==> config.mk <==
export PLATFORM = sky130hd
export DESIGN_NAME = wb_stage_flat
export DESIGN_NICKNAME = d
export VERILOG_FILES = /design/src/rtl/core_pkg.sv /design/src/rtl/wb_stage_if.sv /design/src/rtl/load_align.sv /design/src/rtl/wb_stage.sv /design/src/flat_wrapper.sv
export SDC_FILE = /design/constraint.sdc
export NUM_CORES = 1
export LEC_CHECK = 0
export ABC_AREA = 1
export CAP_MARGIN = 0
export CORE_MARGIN = 2
export CORE_UTILIZATION = 40
export DETAILED_ROUTE_END_ITERATION = 7
export PLACE_DENSITY_LB_ADDON = 0.05
export SETUP_SLACK_MARGIN = 0.02
export SKIP_LAST_GASP = 1
export SLEW_MARGIN = 10
export SYNTH_ARGS = -nofsm -noshare
export SYNTH_HDL_FRONTEND = slang
export SYNTH_SLANG_ARGS = --single-unit
==> constraint.sdc <==
create_clock -name clk -period 2.3 [get_ports clk]
set_clock_uncertainty 0.05 [all_clocks]
set_input_delay 0.575 -clock clk [delete_from_list [all_inputs] [get_ports clk]]
set_output_delay 0.575 -clock clk [all_outputs]
set_load 0.02 [all_outputs]
==> src/rtl/core_pkg.sv <==
// -----------------------------------------------------------------------------
// core_pkg
// Shared types and constants for the RV32I core pipeline.
//   result_sel_t : writeback source select (ALU result, load data, PC+4)
//   F3_*         : funct3 encodings of the RV32I load instructions
//   wb_state_t   : writeback stage FSM states
// -----------------------------------------------------------------------------
package core_pkg;

  localparam int XLEN_DEFAULT = 32;

  // Encoding 2'd3 is unused and decodes as ALU wherever it is compared.
  typedef enum logic [1:0] {
    ALU  = 2'd0,
    LOAD = 2'd1,
    PC4  = 2'd2
  } result_sel_t;

  localparam logic [2:0] F3_LB  = 3'b000;
  localparam logic [2:0] F3_LH  = 3'b001;
  localparam logic [2:0] F3_LW  = 3'b010;
  localparam logic [2:0] F3_LBU = 3'b100;
  localparam logic [2:0] F3_LHU = 3'b101;

  typedef enum logic {
    IDLE     = 1'b0,
    WAIT_MEM = 1'b1
  } wb_state_t;

endpackage

==> src/rtl/wb_stage_if.sv <==
// -----------------------------------------------------------------------------
// wb_stage_if
// MEM -> WB retirement channel (valid/ready handshake plus payload).
//   master : MEM stage; drives in_valid and the payload, observes in_ready
//   slave  : WB stage; observes in_valid and the payload, drives in_ready
// Payload:
//   in_wb_en       instruction writes rd
//   in_rd          destination register
//   in_result_sel  0 ALU, 1 LOAD, 2 PC+4 (3 behaves as ALU)
//   in_alu_result  ALU result
//   in_pc          instruction PC
//   in_funct3      load type
//   in_addr_lo     byte offset of the load address
// -----------------------------------------------------------------------------
interface wb_stage_if #(
  parameter int XLEN = 32
);

  logic            in_valid;
  logic            in_ready;
  logic            in_wb_en;
  logic [4:0]      in_rd;
  logic [1:0]      in_result_sel;
  logic [XLEN-1:0] in_alu_result;
  logic [XLEN-1:0] in_pc;
  logic [2:0]      in_funct3;
  logic [1:0]      in_addr_lo;

  modport master (
    output in_valid,
    output in_wb_en,
    output in_rd,
    output in_result_sel,
    output in_alu_result,
    output in_pc,
    output in_funct3,
    output in_addr_lo,
    input  in_ready
  );

  modport slave (
    input  in_valid,
    input  in_wb_en,
    input  in_rd,
    input  in_result_sel,
    input  in_alu_result,
    input  in_pc,
    input  in_funct3,
    input  in_addr_lo,
    output in_ready
  );

endinterface

==> src/rtl/load_align.sv <==
// -----------------------------------------------------------------------------
// load_align
// Purely combinational load formatter: picks the byte/halfword lane out of an
// aligned read word and sign- or zero-extends it according to funct3.
//   funct3  : load type (LB, LH, LW, LBU, LHU; 3/6/7 behave as LW)
//   addr_lo : byte offset of the load address
//   rdata   : naturally aligned read word from data memory
//   value   : formatted XLEN-bit load result
// -----------------------------------------------------------------------------
module load_align
  import core_pkg::*;
#(
  parameter int XLEN = 32
) (
  input  logic [2:0]      funct3,
  input  logic [1:0]      addr_lo,
  input  logic [XLEN-1:0] rdata,
  output logic [XLEN-1:0] value
);

  logic [7:0]  byte_lane;
  logic [15:0] half_lane;

  // NOTE: every signal assigned in always_comb gets a default at the top so
  // that no path through the block leaves it unassigned and infers a latch.
  always_comb begin
    byte_lane = rdata[7:0];
    unique case (addr_lo)
      2'd0: byte_lane = rdata[7:0];
      2'd1: byte_lane = rdata[15:8];
      2'd2: byte_lane = rdata[23:16];
      2'd3: byte_lane = rdata[31:24];
      default: byte_lane = rdata[7:0];
    endcase
  end

  // Halfword lane depends only on addr_lo[1]; a misaligned offset bit 0 is
  // deliberately ignored rather than trapping here.
  assign half_lane = addr_lo[1] ? rdata[31:16] : rdata[15:0];

  always_comb begin
    value = rdata;
    case (funct3)
      F3_LB:   value = {{(XLEN-8){byte_lane[7]}}, byte_lane};
      F3_LH:   value = {{(XLEN-16){half_lane[15]}}, half_lane};
      F3_LBU:  value = {{(XLEN-8){1'b0}}, byte_lane};
      F3_LHU:  value = {{(XLEN-16){1'b0}}, half_lane};
      default: value = rdata;  // LW and the unused encodings
    endcase
  end

endmodule

==> src/rtl/wb_stage.sv <==
// -----------------------------------------------------------------------------
// wb_stage
// Writeback stage of the 5-stage RV32I core; write-side master of the register
// file. Retires one instruction per cycle from the MEM stage, stalls on loads
// until the data-memory response arrives, formats load data and drives the
// register-file write port (the register file commits on the falling edge).
// Ports:
//   clk, rst_n    core clock, asynchronous active-low reset
//   bus           MEM -> WB retirement channel (slave side)
//   mem_rvalid    data-memory read response valid (one cycle per response)
//   mem_rdata     naturally aligned read word
//   WB            register-file write enable, one-cycle pulse
//   rd_address    register-file write address
//   write_data    register-file write data
//   load_pending  a load is waiting for its memory response
//   pending_rd    rd of the waiting load, 0 when none is waiting
//   rsp_err       sticky: a memory response arrived with no load waiting
// -----------------------------------------------------------------------------
module wb_stage
  import core_pkg::*;
#(
  parameter int XLEN = 32
) (
  input  logic            clk,
  input  logic            rst_n,
  wb_stage_if.slave       bus,
  input  logic            mem_rvalid,
  input  logic [XLEN-1:0] mem_rdata,
  output logic            WB,
  output logic [4:0]      rd_address,
  output logic [XLEN-1:0] write_data,
  output logic            load_pending,
  output logic [4:0]      pending_rd,
  output logic            rsp_err
);

  wb_state_t       state;

  // Load context captured at acceptance; used when the response returns.
  logic            cap_wb_en;
  logic [4:0]      cap_rd;
  logic [2:0]      cap_funct3;
  logic [1:0]      cap_addr_lo;

  logic            is_load;
  logic            direct_wr;
  logic            load_wr;
  logic [XLEN-1:0] direct_value;
  logic [XLEN-1:0] load_value;

  load_align #(
    .XLEN (XLEN)
  ) u_load_align (
    .funct3  (cap_funct3),
    .addr_lo (cap_addr_lo),
    .rdata   (mem_rdata),
    .value   (load_value)
  );

  assign is_load = (bus.in_result_sel == LOAD);

  // Non-load result mux; PC+4 wraps modulo 2^XLEN by plain truncation.
  assign direct_value = (bus.in_result_sel == PC4) ? bus.in_pc + XLEN'(4)
                                                   : bus.in_alu_result;

  // x0 is hard-wired to zero, so a write to it is suppressed here.
  assign direct_wr = bus.in_wb_en && (bus.in_rd != 5'd0);
  assign load_wr   = cap_wb_en && (cap_rd != 5'd0);

  // Handshake and hazard status are decoded from state alone so that
  // in_ready never depends combinationally on in_valid.
  assign bus.in_ready = (state == IDLE);
  assign load_pending = (state == WAIT_MEM);
  assign pending_rd   = load_pending ? cap_rd : 5'd0;

  // NOTE: sequential state uses non-blocking assignments only, so every
  // register samples pre-edge values regardless of statement order.
  always_ff @(posedge clk or negedge rst_n) begin
    if (!rst_n) begin
      state       <= IDLE;
      WB          <= 1'b0;
      rd_address  <= 5'd0;
      write_data  <= '0;
      rsp_err     <= 1'b0;
      cap_wb_en   <= 1'b0;
      cap_rd      <= 5'd0;
      cap_funct3  <= F3_LW;
      cap_addr_lo <= 2'd0;
    end else begin
      // WB is a one-cycle pulse; address and data hold unless a write occurs.
      WB <= 1'b0;

      case (state)
        IDLE: begin
          // A response with no load outstanding is dropped but remembered.
          if (mem_rvalid) begin
            rsp_err <= 1'b1;
          end

          if (bus.in_valid) begin
            if (is_load) begin
              cap_wb_en   <= bus.in_wb_en;
              cap_rd      <= bus.in_rd;
              cap_funct3  <= bus.in_funct3;
              cap_addr_lo <= bus.in_addr_lo;
              state       <= WAIT_MEM;
            end else if (direct_wr) begin
              WB         <= 1'b1;
              rd_address <= bus.in_rd;
              write_data <= direct_value;
            end
          end
        end

        WAIT_MEM: begin
          // A load with no architectural write still blocks until its
          // response so the memory interface stays in step.
          if (mem_rvalid) begin
            if (load_wr) begin
              WB         <= 1'b1;
              rd_address <= cap_rd;
              write_data <= load_value;
            end
            state <= IDLE;
          end
        end

        default: state <= IDLE;
      endcase
    end
  end

endmodule

==> src/flat_wrapper.sv <==
// flat-port wrapper written by rule: the top's interface ports become plain ports
module wb_stage_flat import core_pkg::*;
#(
  parameter int XLEN = 32
)
  (clk, rst_n, mem_rvalid, mem_rdata, WB, rd_address, write_data, load_pending, pending_rd, rsp_err, bus_in_valid, bus_in_wb_en, bus_in_rd, bus_in_result_sel, bus_in_alu_result, bus_in_pc, bus_in_funct3, bus_in_addr_lo, bus_in_ready);
  wb_stage_if #(.XLEN(XLEN)) bus_i ();
  input  logic clk;
  input  logic rst_n;
  input  logic mem_rvalid;
  input  logic [XLEN-1:0] mem_rdata;
  output logic WB;
  output logic [4:0] rd_address;
  output logic [XLEN-1:0] write_data;
  output logic load_pending;
  output logic [4:0] pending_rd;
  output logic rsp_err;
  input wire logic [$bits(bus_i.in_valid)-1:0] bus_in_valid;
  input wire logic [$bits(bus_i.in_wb_en)-1:0] bus_in_wb_en;
  input wire logic [$bits(bus_i.in_rd)-1:0] bus_in_rd;
  input wire logic [$bits(bus_i.in_result_sel)-1:0] bus_in_result_sel;
  input wire logic [$bits(bus_i.in_alu_result)-1:0] bus_in_alu_result;
  input wire logic [$bits(bus_i.in_pc)-1:0] bus_in_pc;
  input wire logic [$bits(bus_i.in_funct3)-1:0] bus_in_funct3;
  input wire logic [$bits(bus_i.in_addr_lo)-1:0] bus_in_addr_lo;
  output wire logic [$bits(bus_i.in_ready)-1:0] bus_in_ready;
  assign bus_i.in_valid = bus_in_valid;
  assign bus_i.in_wb_en = bus_in_wb_en;
  assign bus_i.in_rd = bus_in_rd;
  assign bus_i.in_result_sel = bus_in_result_sel;
  assign bus_i.in_alu_result = bus_in_alu_result;
  assign bus_i.in_pc = bus_in_pc;
  assign bus_i.in_funct3 = bus_in_funct3;
  assign bus_i.in_addr_lo = bus_in_addr_lo;
  assign bus_in_ready = bus_i.in_ready;
  wb_stage #(.XLEN(XLEN)) u_core (.clk(clk), .rst_n(rst_n), .bus(bus_i), .mem_rvalid(mem_rvalid), .mem_rdata(mem_rdata), .WB(WB), .rd_address(rd_address), .write_data(write_data), .load_pending(load_pending), .pending_rd(pending_rd), .rsp_err(rsp_err));
endmodule
==> results by group <==
Global route
  – Grt ovf: 0
  – Pin count of the biggest net entering global routing: 38
  – Initial antenna violation count: 0
  – First-pass GRT wire length: 26000 um
  – GRT Resource Usage Total: 28.4%
  – Vias in the first global route: 5320

Critical path
  – Critical path's largest stage delay: 600 ps
  – CP Buf/Inv Count: 2
  – Worst path required time: 1670 ps
  – Worst path cell trace: nand2_1 -> inv_1 -> clkdlybuf4s50_1
  – CP delay by family, top: buffers and inverters
  – CP Data Arrival Time: 1550 ps
  – Critical Path Fanout Max: 9
  – Cell count along the critical path: 3
  – WS Path Type: reg -> out
  – Reg2Reg Depth: 9
  – Slowest stage cell, crit path: clkdlybuf4s50_1
  – Crit end category: output pin
  – Critical path startpoint category: flop

Route
  – Routed vias/inst: 5.05
  – Routed Wire Length: 16000 um
  – Residual DRC: 0
  – Via count: 5284
  – Post-DRT Antenna Nets: 0
  – DR pass1 iterations: 5
  – Drt initial violations: 297
  – WL/cell: 15.3 um

Synth
  – Yosys Warn Count: 0
  – Post-synth EDFFs: 0
  – Seq cells post-synth: 51
  – Synth unique cells: 40
  – Most area-consuming cells after synthesis: dfrtp_1 (29%), nand2_1 (26%), nor2_1 (7.2%)
  – Async S/R FF share, synth: 100%
  – Synth Flop Type: dfrtp_1
  – Mapped Cells: 726
  – Sequential share of the synthesized area: 29.6%
  – Syn nets: 840
  – Mean Syn Cell Area: 5.94 um^2
  – Cell area after synthesis: 0.00432 mm^2
  – Area fraction of the dominant cell type after synthesis: 29.0%
  – Top cell type by total area after synthesis: dfrtp_1

Floorplan
  – IO Count: 159
  – Die height: 108 um
  – Effective utilization at floorplan: 41.4%
  – Cell row count: 37
  – Die footprint: 0.0116 mm^2
  – Die X: 108 um
  – Core Box Area: 0.0104 mm^2

Cells and area
  – Layout fillers: 1036
  – Final instance area: 0.00637 mm^2
  – Share of post-route cells with drive strength above 1: 10.1%
  – Layout Nets: 1024
  – Area delta synth->final: 47.7%
  – Diode count: 0
  – Post-Route Utilization: 61.2%

Clock tree
  – Maximum clock path buffer count: 2
  – Post-cts resize count: 0
  – Clock buffer count from CTS: 5
  – Clk pin slew, worst setup/hold paths: 120 ps
  – Number of hold buffers added after CTS: 0
  – Clk_lat worst skew: 320 ps
  – Sink Count: 51
  – Post-CTS Repair Setup Buffers: 0
  – Clock root buffer: clkbuf_8
  – TritonCTS clock tree: done
  – H-Tree Depth: 2

Worst hold path
  – HP Class: in -> async

Placement
  – Buffers on Ports: 158
  – Dpl ws: -72.1 ps
  – DP Wirelength: 12900 um
  – GPL Wtd Cong: 0.936
  – Placed instance area: 0.00628 mm^2

Timing
  – Final worst slack: 130 ps
  – Slew Limit Fails: 0
  – Worst-Margin Slew: 532 ps
  – Final Setup Violations: 0
  – Fin. Hold Viols: 0
  – Fmax: 461 MHz
  – RSZ-0062 raised after global routing: false
  – Tmin final: 2170 ps
  – Relative max-transition margin: 64.5%
  – Final Cycle Share: 94.4%

Power and ir drop
  – Pwr Density: 592 mW/mm^2
  – Peak supply drop: 0.000406 V
  – Leakage: 3.09 nW

Job
  – Max cap viols: 0

Status
  – Status: finished clean
[flip-flops by register name (all words and copies together) (netlist names)]
name                 cells
u_core.write_data       32
u_core.cap_rd            5
u_core.rd_address        5
u_core.cap_funct3        3
u_core.cap_addr_lo       2
u_core.WB                1
u_core.cap_wb_en         1
u_core.load_pending      1
u_core.rsp_err           1
[layout by cell type, fill, tap and decap left out, types with 2 or more instances in the layout]
cell type / n
nand2_1: 296
clkdlybuf4s50_1: 157
nor2_1: 83
inv_1: 63
dfrtp_1: 49
buf_4: 46
a21oi_1: 45
o21ai_0: 44
nand3_1: 41
nand4_1: 12
nand2_2: 7
o21ai_1: 7
clkbuf_8: 5
inv_2: 4
nor3_1: 4
nor2_2: 4
mux2_2: 4
buf_12: 4
nand3_2: 3
xor2_1: 3
a31oi_1: 3
xnor2_1: 3
clkinv_4: 2
nor2_4: 2
or2_2: 2
o211ai_1: 2
inv_6: 2
[worst register-to-register path: cells and delay by family, from the launching register on]
family	cells	cell delay [ps]
compound gates	1	110
flops	1	500
simple gates	5	560
buf+inv	3	620
[logic make-up (layout without fill, tap and decap cells)]
kind of cell / Yosys count / in the layout / share of synthesized area (%)
simple gates: 458 / 458 / 43.9
compound gates: 105 / 105 / 12.8
buf+inv: 101 / 286 / 11.2
flops: 51 / 51 / 29.6
xor+xnor: 6 / 6 / 1.22
mux: 4 / 4 / 1.04
fa+ha+maj: 1 / 1 / 0.290
[metal layers]
| layer | up-vias | GRT usage (%) | part of all wire [%] |
|---|---|---|---|
| li1 | 2658 | - | - |
| met1 | 2411 | 36.9 | 44 |
| met2 | 197 | 50.1 | 48 |
| met3 | 18 | 3.21 | 6.3 |
| met4 | 0 | 7.05 | 1.9 |
| met5 | - | 0 | 0 |
[stage by stage]
step                total power, W  hold WS [ps]  instances  TNS [ps]
global placement           0.00317           389       1039     -24.7
global route               0.00402           185       1047         0
floorplan                  0.00226           229        726         0
detailed placement         0.00320           406       1039      -137
finish                     0.00377           167       1047         0
CTS                        0.00378           172       1047         0
[cells in the mapped netlist, types with 2 or more instances]
cell type  count
mux2_2         4
nor2_2         4
nand2_2        7
buf_2          9
o21ai_0       44
buf_6          7
clkbuf_1      10
buf_8          2
nand3_1       41
o211ai_1       2
nand4_1       12
nor2_4         2
a21oi_1       45
or2_2          2
dfrtp_1       50
buf_4          2
xnor2_1        3
o21ai_1        7
nor2_1        83
xor2_1         3
nand2_1      296
nand3_2        3
inv_2          4
inv_1         63
nor3_1         4
a31oi_1        3
[worst paths after layout]
check                                                    end  slack, ps                          start
max                                            pending_rd[3]        130  u_core.load_pending$_DFF_PN0_
min                        u_core.write_data[21]$_DFFE_PN0P_        170                          rst_n
max reg2reg                u_core.write_data[21]$_DFFE_PN0P_        400  u_core.load_pending$_DFF_PN0_
min reg2reg                       u_core.rsp_err$_DFFE_PN0P_        430     u_core.rsp_err$_DFFE_PN0P_
max in group asynchronous   u_core.cap_funct3[1]$_DFFE_PN1P_       1320                          rst_n
min in group clk                  u_core.rsp_err$_DFFE_PN0P_        430     u_core.rsp_err$_DFFE_PN0P_
[where the power goes]
| part | switching (W) | internal [W] | total [W] |
|---|---|---|---|
| Sequential | 0.000194 | 0.00113 | 0.00133 |
| Clock | 0.000356 | 0.000225 | 0.000582 |
| Combinational | 0.00100 | 0.000859 | 0.00186 |
[area by class of cell]
cell class,count,area (um^2),area share (%)
Timing Repair Buffer,208,2000,31.4
Multi-Input combinational cell,574,2560,40.1
Inverter,70,272,4.26
Clock buffer,5,68.8,1.08
Tap cell,136,170,2.67
Sequential cell,51,1280,20.1
Clock inverter,3,26.3,0.412
No activity file was read; power rests on OpenSTA's default activity.
